$ cat config.mk
export PLATFORM = sky130hd
export DESIGN_NAME = eval_select_flat
export DESIGN_NICKNAME = d
export VERILOG_FILES = /design/src/rtl/eval_select_if.sv /design/src/rtl/eval_select.sv /design/src/flat_wrapper.sv
export SDC_FILE = /design/constraint.sdc
export NUM_CORES = 1
export LEC_CHECK = 0
export ABC_AREA = 1
export BUFFER_PORTS_ARGS = -buffer_cell sky130_fd_sc_hd__buf_2
export CAP_MARGIN = 30
export CELL_PAD_IN_SITES_DETAIL_PLACEMENT = 1
export CELL_PAD_IN_SITES_GLOBAL_PLACEMENT = 2
export CORE_MARGIN = 2
export CORE_UTILIZATION = 27
export CTS_CLUSTER_DIAMETER = 50
export DETAILED_ROUTE_END_ITERATION = 6
export PLACE_DENSITY = 0.88
export SKIP_CTS_REPAIR_TIMING = 1
export SYNTH_ARGS = -nofsm -noshare
export SYNTH_HDL_FRONTEND = slang
export SYNTH_SLANG_ARGS = --single-unit
$ cat constraint.sdc
create_clock -name clk -period 2.37 [get_ports clk]
set_input_delay 0.3555 -clock clk [delete_from_list [all_inputs] [get_ports clk]]
set_output_delay 0.3555 -clock clk [all_outputs]
set_load 0.005 [all_outputs]
$ cat src/rtl/eval_select_if.sv
// Request/result handshake between eval_select (master) and the evaluate side (slave).
// eval_select asks for board eval_index, evaluate answers with a held-valid result.
interface eval_select_if #(
   parameter int EVAL_WIDTH  = 24,
   parameter int INDEX_WIDTH = 8
);
   logic                          eval_req;
   logic [INDEX_WIDTH-1:0]        eval_index;
   logic                          clear_eval;
   logic signed [EVAL_WIDTH-1:0]  eval;
   logic                          eval_valid;
   logic                          eval_pv_flag;
   logic                          insufficient_material;

   modport master (
      output eval_req, eval_index, clear_eval,
      input  eval, eval_valid, eval_pv_flag, insufficient_material
   );

   modport slave (
      input  eval_req, eval_index, clear_eval,
      output eval, eval_valid, eval_pv_flag, insufficient_material
   );
endinterface

$ cat src/rtl/eval_select.sv
// Walks the candidate boards of one ply, requesting each evaluation and keeping the
// best score (white maximises, black minimises), stopping early on an alpha/beta cutoff.
module eval_select #(
   parameter int EVAL_WIDTH  = 24,
   parameter int INDEX_WIDTH = 8
) (
   input  logic                         clk,
   input  logic                         reset,
   input  logic                         start,
   input  logic                         white_maximise,
   input  logic [INDEX_WIDTH-1:0]       move_count,
   input  logic signed [EVAL_WIDTH-1:0] alpha,
   input  logic signed [EVAL_WIDTH-1:0] beta,
   eval_select_if.master                ev,
   output logic                         busy,
   output logic                         done,
   output logic signed [EVAL_WIDTH-1:0] best_eval,
   output logic [INDEX_WIDTH-1:0]       best_index,
   output logic                         best_pv_flag,
   output logic                         cutoff,
   output logic                         no_moves
);

   typedef enum logic [2:0] {IDLE, REQ, WAIT, ACK, SETTLE, DONE} state_t;

   // Symmetric range: the most negative code is never produced.
   localparam logic signed [EVAL_WIDTH-1:0] MAXV     = {1'b0, {(EVAL_WIDTH-1){1'b1}}};
   localparam logic signed [EVAL_WIDTH-1:0] NEG_MAXV = -MAXV;
   localparam logic [INDEX_WIDTH-1:0]       ONE      = 1;

   state_t                       state, state_nx;
   logic                         maximise_q;
   logic [INDEX_WIDTH-1:0]       count_q;
   logic signed [EVAL_WIDTH-1:0] alpha_q, beta_q;
   logic [INDEX_WIDTH-1:0]       index_q;
   logic                         cut_q;

   logic signed [EVAL_WIDTH-1:0] score;
   logic                         better;
   logic                         cut_cond;
   logic                         last;
   logic                         start_ok;

   assign score    = ev.insufficient_material ? '0 : ev.eval;
   assign better   = maximise_q ? (score > best_eval) : (score < best_eval);
   assign cut_cond = maximise_q ? (best_eval >= beta_q) : (best_eval <= alpha_q);
   assign last     = (index_q == count_q - ONE);
   assign start_ok = start && (state == IDLE || state == DONE);

   // NOTE: the reset here is synchronous, so it lives inside the clocked block and state uses <= only.
   always_ff @(posedge clk) begin
      if (!reset) state <= IDLE;
      else        state <= state_nx;
   end

   // NOTE: every output of this block gets a default first so no path can infer a latch.
   always_comb begin
      state_nx      = state;
      ev.eval_req   = 1'b0;
      ev.clear_eval = 1'b0;
      busy          = 1'b1;
      done          = 1'b0;
      unique case (state)
         IDLE, DONE: begin
            busy = 1'b0;
            done = (state == DONE);
            if (start) state_nx = (move_count == '0) ? DONE : REQ;
         end
         REQ: begin
            ev.eval_req = 1'b1;
            state_nx    = WAIT;
         end
         WAIT:   if (ev.eval_valid) state_nx = ACK;
         ACK: begin
            ev.clear_eval = 1'b1;
            state_nx      = SETTLE;
         end
         SETTLE: begin
            // evaluate drops eval_valid one cycle after clear_eval; nothing is sampled here
            if (cut_q || last) state_nx = DONE;
            else               state_nx = REQ;
         end
         default: state_nx = IDLE;
      endcase
   end

   always_ff @(posedge clk) begin
      if (!reset) begin
         maximise_q   <= 1'b0;
         count_q      <= '0;
         alpha_q      <= '0;
         beta_q       <= '0;
         index_q      <= '0;
         cut_q        <= 1'b0;
         best_eval    <= '0;
         best_index   <= '0;
         best_pv_flag <= 1'b0;
         cutoff       <= 1'b0;
         no_moves     <= 1'b0;
      end else begin
         if (start_ok) begin
            maximise_q   <= white_maximise;
            count_q      <= move_count;
            alpha_q      <= alpha;
            beta_q       <= beta;
            index_q      <= '0;
            cut_q        <= 1'b0;
            best_eval    <= white_maximise ? NEG_MAXV : MAXV;
            best_index   <= '0;
            best_pv_flag <= 1'b0;
            cutoff       <= 1'b0;
            no_moves     <= (move_count == '0);
         end
         if (state == WAIT && ev.eval_valid && better) begin
            best_eval    <= score;
            best_index   <= index_q;
            best_pv_flag <= ev.eval_pv_flag;
         end
         if (state == ACK) cut_q <= cut_cond;
         if (state == SETTLE) begin
            if (cut_q)      cutoff  <= 1'b1;
            else if (!last) index_q <= index_q + ONE;
         end
      end
   end

   assign ev.eval_index = index_q;

endmodule

$ cat src/flat_wrapper.sv
// flat-port wrapper written by rule: the top's interface ports become plain ports
module eval_select_flat 
#(
   parameter int EVAL_WIDTH  = 24,
   parameter int INDEX_WIDTH = 8
)
  (clk, reset, start, white_maximise, move_count, alpha, beta, busy, done, best_eval, best_index, best_pv_flag, cutoff, no_moves, ev_eval_req, ev_eval_index, ev_clear_eval, ev_eval, ev_eval_valid, ev_eval_pv_flag, ev_insufficient_material);
  eval_select_if #(.EVAL_WIDTH(EVAL_WIDTH), .INDEX_WIDTH(INDEX_WIDTH)) ev_i ();
  input  logic clk;
  input  logic reset;
  input  logic start;
  input  logic white_maximise;
  input  logic [INDEX_WIDTH-1:0] move_count;
  input  logic signed [EVAL_WIDTH-1:0] alpha;
  input  logic signed [EVAL_WIDTH-1:0] beta;
  output logic busy;
  output logic done;
  output logic signed [EVAL_WIDTH-1:0] best_eval;
  output logic [INDEX_WIDTH-1:0] best_index;
  output logic best_pv_flag;
  output logic cutoff;
  output logic no_moves;
  output wire logic [$bits(ev_i.eval_req)-1:0] ev_eval_req;
  output wire logic [$bits(ev_i.eval_index)-1:0] ev_eval_index;
  output wire logic [$bits(ev_i.clear_eval)-1:0] ev_clear_eval;
  input wire logic [$bits(ev_i.eval)-1:0] ev_eval;
  input wire logic [$bits(ev_i.eval_valid)-1:0] ev_eval_valid;
  input wire logic [$bits(ev_i.eval_pv_flag)-1:0] ev_eval_pv_flag;
  input wire logic [$bits(ev_i.insufficient_material)-1:0] ev_insufficient_material;
  assign ev_eval_req = ev_i.eval_req;
  assign ev_eval_index = ev_i.eval_index;
  assign ev_clear_eval = ev_i.clear_eval;
  assign ev_i.eval = ev_eval;
  assign ev_i.eval_valid = ev_eval_valid;
  assign ev_i.eval_pv_flag = ev_eval_pv_flag;
  assign ev_i.insufficient_material = ev_insufficient_material;
  eval_select #(.EVAL_WIDTH(EVAL_WIDTH), .INDEX_WIDTH(INDEX_WIDTH)) u_core (.clk(clk), .reset(reset), .start(start), .white_maximise(white_maximise), .move_count(move_count), .alpha(alpha), .beta(beta), .ev(ev_i), .busy(busy), .done(done), .best_eval(best_eval), .best_index(best_index), .best_pv_flag(best_pv_flag), .cutoff(cutoff), .no_moves(no_moves));
endmodule
# --- After elaboration in Yosys (flattened, before gate mapping) ---
# Index checks and enable logic that the tools add are counted.
totals:
  reg_bits: 104
  latch_bits: 0
  ram_bits: 0
  romBits: 0
  inputBits: 87
  out_inout_bits: 47
  word_cells: 64
  memories: 0
classes:
  addsub: 2
  multipliers: 0
  div_mod_pow: 0
  n_lt_le_gt_ge: 4
  eq_ne: 8
  shift: 0
  n_mux: 27
  bitwise: 0
  n_reduce_logical: 11
op_table:
  columns: ["operator", "n"]
  rows:
  - ["24-bit 2-to-1 mux", 4]
  - ["8-bit 2-to-1 mux", 6]
  - ["24-bit greater-or-equal comparator", 1]
  - ["24-bit > comparator", 1]
  - ["24-bit less-or-equal comparator", 1]
  - ["24-bit < comparator", 1]
  - ["3-bit case mux with 5 select lines", 1]
  - ["1-bit 2-to-1 mux", 12]
  - ["3-bit 2-to-1 mux", 4]
  - ["8-bit by 1-bit adder with 8-bit output, second input constant", 1]
  - ["8-bit == test", 1]
  - ["8-bit zero test", 1]
  - ["8-bit by 1-bit subtractor with 8-bit output, second input constant", 1]
  - ["3-bit by 2-bit == test with 1-bit output, second input constant", 2]
  - ["3-bit == test, second input constant", 2]
  - ["2-bit inequality test, second input constant", 2]
  - ["2-bit nonzero test", 2]
  - ["3-bit by 1-bit == test with 1-bit output, second input constant", 1]
  - ["1-bit logical AND", 3]
  - ["3-bit zero test", 1]
  - ["1-bit logical OR", 2]
  - ["2-bit AND reduction", 1]
  - ["2-bit OR reduction", 1]

# --- Longest topological paths before layout ---
logic_depth:
  ltp_word: 7
  mapped_depth: 22
  ltp_nobuf: 20

# --- Worst setup path after synthesis ---
# No wires, ideal clock.
synth_timing:
  kind: "input-to-reg"
  from: "input port ev_insufficient_material"
  to: "register u_core.best_eval[15]"
  setup_ns: 0.128
  arrival_ns: 2.268
  t_required_ns: 2.242
  setup_slack_ns: -0.026
  path_stages: 19
  n_path_buf: 2
  path_cell_list: "clkbuf_1 inv_1 nand2_1 inv_1 ha_1 nand4_1 inv_1 nand2_1 nor2_1 nand2_1 nand4_1 nand2_1 nand2_2 nand3_2 nand2_2 buf_6 nor2_1 nor2_1 nor2_1"
synth_via:
  elab_chain_len: 5
  elab_cells_between_ends: 7
  cone_classes: "order compare (2); mux (3); reduce/logical (2)"
synth_rtl:
  columns: ["item", "line_no", "text"]
  rows:
  - ["start: declaration", "flat_wrapper.sv:29", "input wire logic [$bits(ev_i.insufficient_material)-1:0] ev_insufficient_material;"]
  - ["24-bit 2-to-1 mux (*)", "eval_select.sv:44", "assign score = ev.insufficient_material ? '0 : ev.eval;"]
  - ["24-bit < comparator or 24-bit > comparator (tied branches)", "eval_select.sv:45", "assign better = maximise_q ? (score > best_eval) : (score < best_eval);"]
  - ["1-bit 2-to-1 mux", "eval_select.sv:45", null]
  - ["1-bit logical AND", "eval_select.sv:114", "if (state == WAIT && ev.eval_valid && better) begin"]
  - ["24-bit 2-to-1 mux or 2-bit nonzero test (tied branches)", null, null]
  - ["end signal: assignment", "eval_select.sv:108", "best_eval <= white_maximise ? NEG_MAXV : MAXV;"]
  - ["end signal: assignment", "eval_select.sv:115", "best_eval <= score;"]
  - ["end: declaration", "eval_select.sv:17", "output logic signed [EVAL_WIDTH-1:0] best_eval,"]
# Every way passes the cells marked *; elsewhere a longest branch is shown, timed or not.
# A chain may end at the register's enable or synchronous reset.

# --- Final worst setup path ---
layout_timing:
  from: "register u_core.best_eval[14]"
  to: "register u_core.best_eval[19]"
layout_via:
  elab_chain_len: 4
  elab_cells_between_ends: 6
  cone_classes: "order compare (2); mux (2); reduce/logical (2)"
layout_rtl:
  columns: ["item", "line_no"]
  rows:
  - ["24-bit < comparator or 24-bit > comparator (tied branches)", "eval_select.sv:45"]
  - ["1-bit 2-to-1 mux (*)", "eval_select.sv:45"]
  - ["1-bit logical AND (*)", "eval_select.sv:114"]
  - ["24-bit 2-to-1 mux or 2-bit nonzero test (tied branches)", null]
# Marks and branches as above.

==> results.md <==
Detailed routing:
- The via count normalized by instance count is around 4.7.
- The first-pass detailed-route iteration total is 4.
- The detailed router finished its first iteration with just under 300 violations.
- The total wire length is between 20000 and 25000 um.
- The post-detailed-route count of antenna-violating nets is 0.
- After detailed routing, the number of remaining DRC violations is 0.
- In the final routed layout, each cell accounts on average for about 15 um.
- Across all layers, the routed design uses 6554 vias.

Final layout:
- The synthesis-to-finish area growth is 34.1%.
- Summing all multi-input logic gate instances after layout gives approximately 3800 um^2.
- The layout net count is around 1200.
- The filler cells instantiated in the layout total roughly 3000.
- The fraction of final layout cells sized beyond drive strength 1 is 27.9%.
- In the final layout, flip-flops and latches occupy 2130 um^2.
- With fillers left out, the area of the finished cells amounts to between 8000 and 9000 um^2.

Timing:
- Setup repair after global routing could not meet its margin everywhere.
- The remaining max-slew budget at the tightest pin is 58.9%.
- For this run, the top clock speed supported by timing is 0.432 GHz.
- The minimum clock period is 2.32 ns.
- The count of final hold-check violations is 0.
- The count of final max-slew check failures was 0.
- The slew at the pin with the worst max-slew slack is 0.616 ns.
- The final clock skew is 0.0103 ns.
- The final worst-path setup slack is 0.0547 ns.
- The setup violation total in the final timing report is 0.
- The ratio of final minimum period to clock period is roughly 98%.
- The worst hold margin is 0.216 ns.

Min path:
- In this run the most critical hold path is launched from alpha[0].
- For hold timing, the worst endpoint is u_core.alpha_q[0].
- The cell depth of the worst min-delay path is 3.
- The min-delay analysis places its worst path in the category primary input to register.

Floorplanning:
- For this configuration, the core starts out at a cell density of a little over a quarter.
- The die outline width is ~160 um.
- The area of the die is 24700 um^2.
- In this run the core area contains 56 standard-cell rows.
- ~130 I/O pins were placed.
- From bottom edge to top edge, the die measures roughly 160 um.
- The floorplan step defined a core boundary enclosing 23300 um^2.

CTS:
- The clock transition at the register clock pins on the worst setup and hold paths after CTS is approximately 0.08 ns.
- The clock reaches the later pin of the worst-skew pair after between 0.3 and 0.4 ns.
- In this run the clock root is driven by a sky130_fd_sc_hd__clkbuf_16.
- No sink is reached through more buffers than the 2 on the longest clock path.
- TritonCTS built the clock tree.
- The number of clock sinks seen by CTS is ~100.
- The H-tree generated during clock tree synthesis spans 3 levels.
- The TritonCTS buffer count is 9.

Placed design:
- The standard cell area after detailed placement is about 7600 um^2.
- OpenSTA, run right after detailed placement, puts the worst setup slack at -0.264 ns.
- Routability-driven placement finished with a final weighted congestion of between 0.8 and 0.9.
- Summed over all nets, the half-perimeter wirelength after detailed placement is ~16000 um.
- The count of input and output buffers is approximately 130.

Synth:
- Yosys printed 0 warnings.
- Sorting the synthesized cells by area gives the leading types as sky130_fd_sc_hd__dfxtp_1, sky130_fd_sc_hd__ha_1, sky130_fd_sc_hd__nor2_1.
- After synthesis the cells add up to around 6300 um^2.
- The share of the synthesized area in the top cell type is about a third.
- When the netlist entered floorplanning its net count stood at between 1000 and 1500.
- Synthesis inferred roughly 100 register bits.
- The number of enable flip-flop cells after synthesis is 0.
- After synthesis, the mean cell area works out to 6.93 um^2.
- The post-synthesis async set-or-reset flop share is 0%.
- The sequential area share after synthesis is about a third.
- The most common cell in the synthesized netlist is sky130_fd_sc_hd__nor2_1.
- The most common flop cell mapped by yosys is sky130_fd_sc_hd__dfxtp_1.
- The cell count after synthesis is between 900 and 1000.
- The number of distinct library cells after synthesis is 35.
- The cell type with the largest total area after synthesis is sky130_fd_sc_hd__dfxtp_1.
- The commonest cells after synthesis are sky130_fd_sc_hd__nor2_1, sky130_fd_sc_hd__inv_1, sky130_fd_sc_hd__nand2_1, sky130_fd_sc_hd__dfxtp_1, sky130_fd_sc_hd__a21oi_1.

Critical path:
- The critical path start-end classification is register to register.
- The flop-to-flop setup slack is about 0.055 ns.
- The endpoint arrival time on the critical path is ~2.6 ns.
- The number of cells on the worst reg-to-reg path is 16.
- The required time of the worst setup path is between 2 and 3 ns.
- The start of the worst register-to-register path is u_core.best_eval[14].
- The kind of capture point of the worst setup path is a register.
- The startpoint class of the critical path is a register.
- In this run the critical register-to-register path is captured at u_core.best_eval[19].
- The largest fanout on the critical path is 10.

Power and ir drop:
- Across the VDD grid, the largest voltage drop is around 0.00033 V.
- Dividing total power by cell area gives a power density of approximately 840 nW/um^2.
- For this design the static power due to leakage is between 0.004 and 0.005 uW.

Global routing:
- The final global-route overflow total is 0.
- The aggregate global-route resource usage is between 10% and 20%.
- The via count of the first global-routing pass came to about 6500.
- The initial antenna violation count is 2.
- The largest net degree at the start of global routing is roughly 120.
- The wire length of the first global-routing pass is 32800 um.

Status:
- The run finished with clean final reports.

Run:
- The tool flagged a number of max-cap violations equal to 0.
cells by family after synthesis:
| group | count (synthesis) | share of synthesized area (%) |
|---|---|---|
| XOR/XNOR | 14 | 1.94 |
| buffers and inverters | 178 | 11.1 |
| flip-flops | 104 | 32.9 |
| AO/OA/AOI/OAI | 189 | 15.4 |
| AND/OR/NAND/NOR | 354 | 24.0 |
| adder cells (fa/ha/maj) | 74 | 14.6 |
cell type report:
class	count	area share, %
multi-input combinational	631	45.4
sequential	104	25.1
timing repair buffer	200	15.2
inverter	135	5.99
tap	319	4.70
clock buffer	10	2.82
clock inverter	6	0.782
antenna	2	0.0590
registers in the layout, summed over array words and instances, names as in the netlist:
register and count:
u_core.alpha_q 24, u_core.best_eval 24, u_core.beta_q 24, u_core.best_index 8, u_core.count_q 8, u_core.ev.eval_index 8
u_core.state 3, u_core.best_pv_flag 1, u_core.cut_q 1, u_core.cutoff 1, u_core.maximise_q 1, u_core.no_moves 1
how the worst max path moves through the flow:
stage	startpoint	endpoint	slack (ns)	cells past startpoint
after detailed placement	ev_insufficient_material	u_core.best_eval[3]	-0.26	18
final	u_core.best_eval[14]	u_core.best_eval[19]	0.05	16
after global placement	ev_insufficient_material	u_core.best_eval[3]	-0.17	18
after global routing	u_core.best_eval[13]	u_core.best_eval[7]	-0.12	16
after floorplan	ev_insufficient_material	u_core.best_eval[15]	0.1	19
after CTS	u_core.best_eval[23]	u_core.best_eval[7]	-0.03	16
critical path, stage by stage (launching register included):
cell                      delay [ns]
sky130_fd_sc_hd__dfxtp_4        0.35
sky130_fd_sc_hd__inv_2          0.04
sky130_fd_sc_hd__ha_4           0.25
sky130_fd_sc_hd__nand2_2        0.07
sky130_fd_sc_hd__nor2_4         0.09
sky130_fd_sc_hd__nand4_1        0.17
sky130_fd_sc_hd__nor2_2         0.19
sky130_fd_sc_hd__nand2_2        0.07
sky130_fd_sc_hd__nand4_1        0.15
sky130_fd_sc_hd__nand2_2        0.10
sky130_fd_sc_hd__nand2_4        0.12
sky130_fd_sc_hd__nand3_4        0.10
sky130_fd_sc_hd__nand2_4        0.09
sky130_fd_sc_hd__buf_6          0.15
sky130_fd_sc_hd__nor2_1         0.06
sky130_fd_sc_hd__nor2_1         0.13
sky130_fd_sc_hd__nor2_1         0.06
through the flow:
step | util (%) | total power, uW | std cells | TNS [ns]
final | 36.5 | 7160 | 1407 | 0
after global routing | 36.5 | 7790 | 1407 | -2.29
after CTS | 34.1 | 6910 | 1390 | -0.0304
after detailed placement | 32.8 | 5300 | 1374 | -7.42
after global placement | 32.8 | 5190 | 1374 | -3.98
after floorplan | - | 4230 | 913 | 0
report_power, final:
group | internal [uW] | switching, uW | total (uW)
combinational | 1320 | 2000 | 3320
clock | 853 | 720 | 1570
sequential | 2080 | 177 | 2260
metal layers:
| layer | global-route usage, % | wire length (um) | part of all wire [%] |
|---|---|---|---|
| met1 | 22.3 | 10100 | 48 |
| met2 | 28.1 | 9920 | 47 |
| met3 | 2.01 | 628 | 3.0 |
| met4 | 5.37 | 342 | 1.6 |
| met5 | 0 | 0 | 0 |
placed cells by master (no fill, tap or decap), drive strengths merged:
cell and instances:
a21o 2, nor2 149, inv 135, and3 1, buf 197, nand3b 2, dfxtp 104, and2 1
o21ai 75, clkbuf 13, nand4 40, a31oi 1, xor2 10, nor3 6, clkinv 5, o21a 1
nor4 2, diode 2, or2 1, xnor2 4, o211ai 2, o31ai 1, o22ai 1, ha 74
o21bai 1, a21oi 104, bufinv 1, nand3 31, a21boi 1, nand2 121
(Power assumes the default switching activity.)
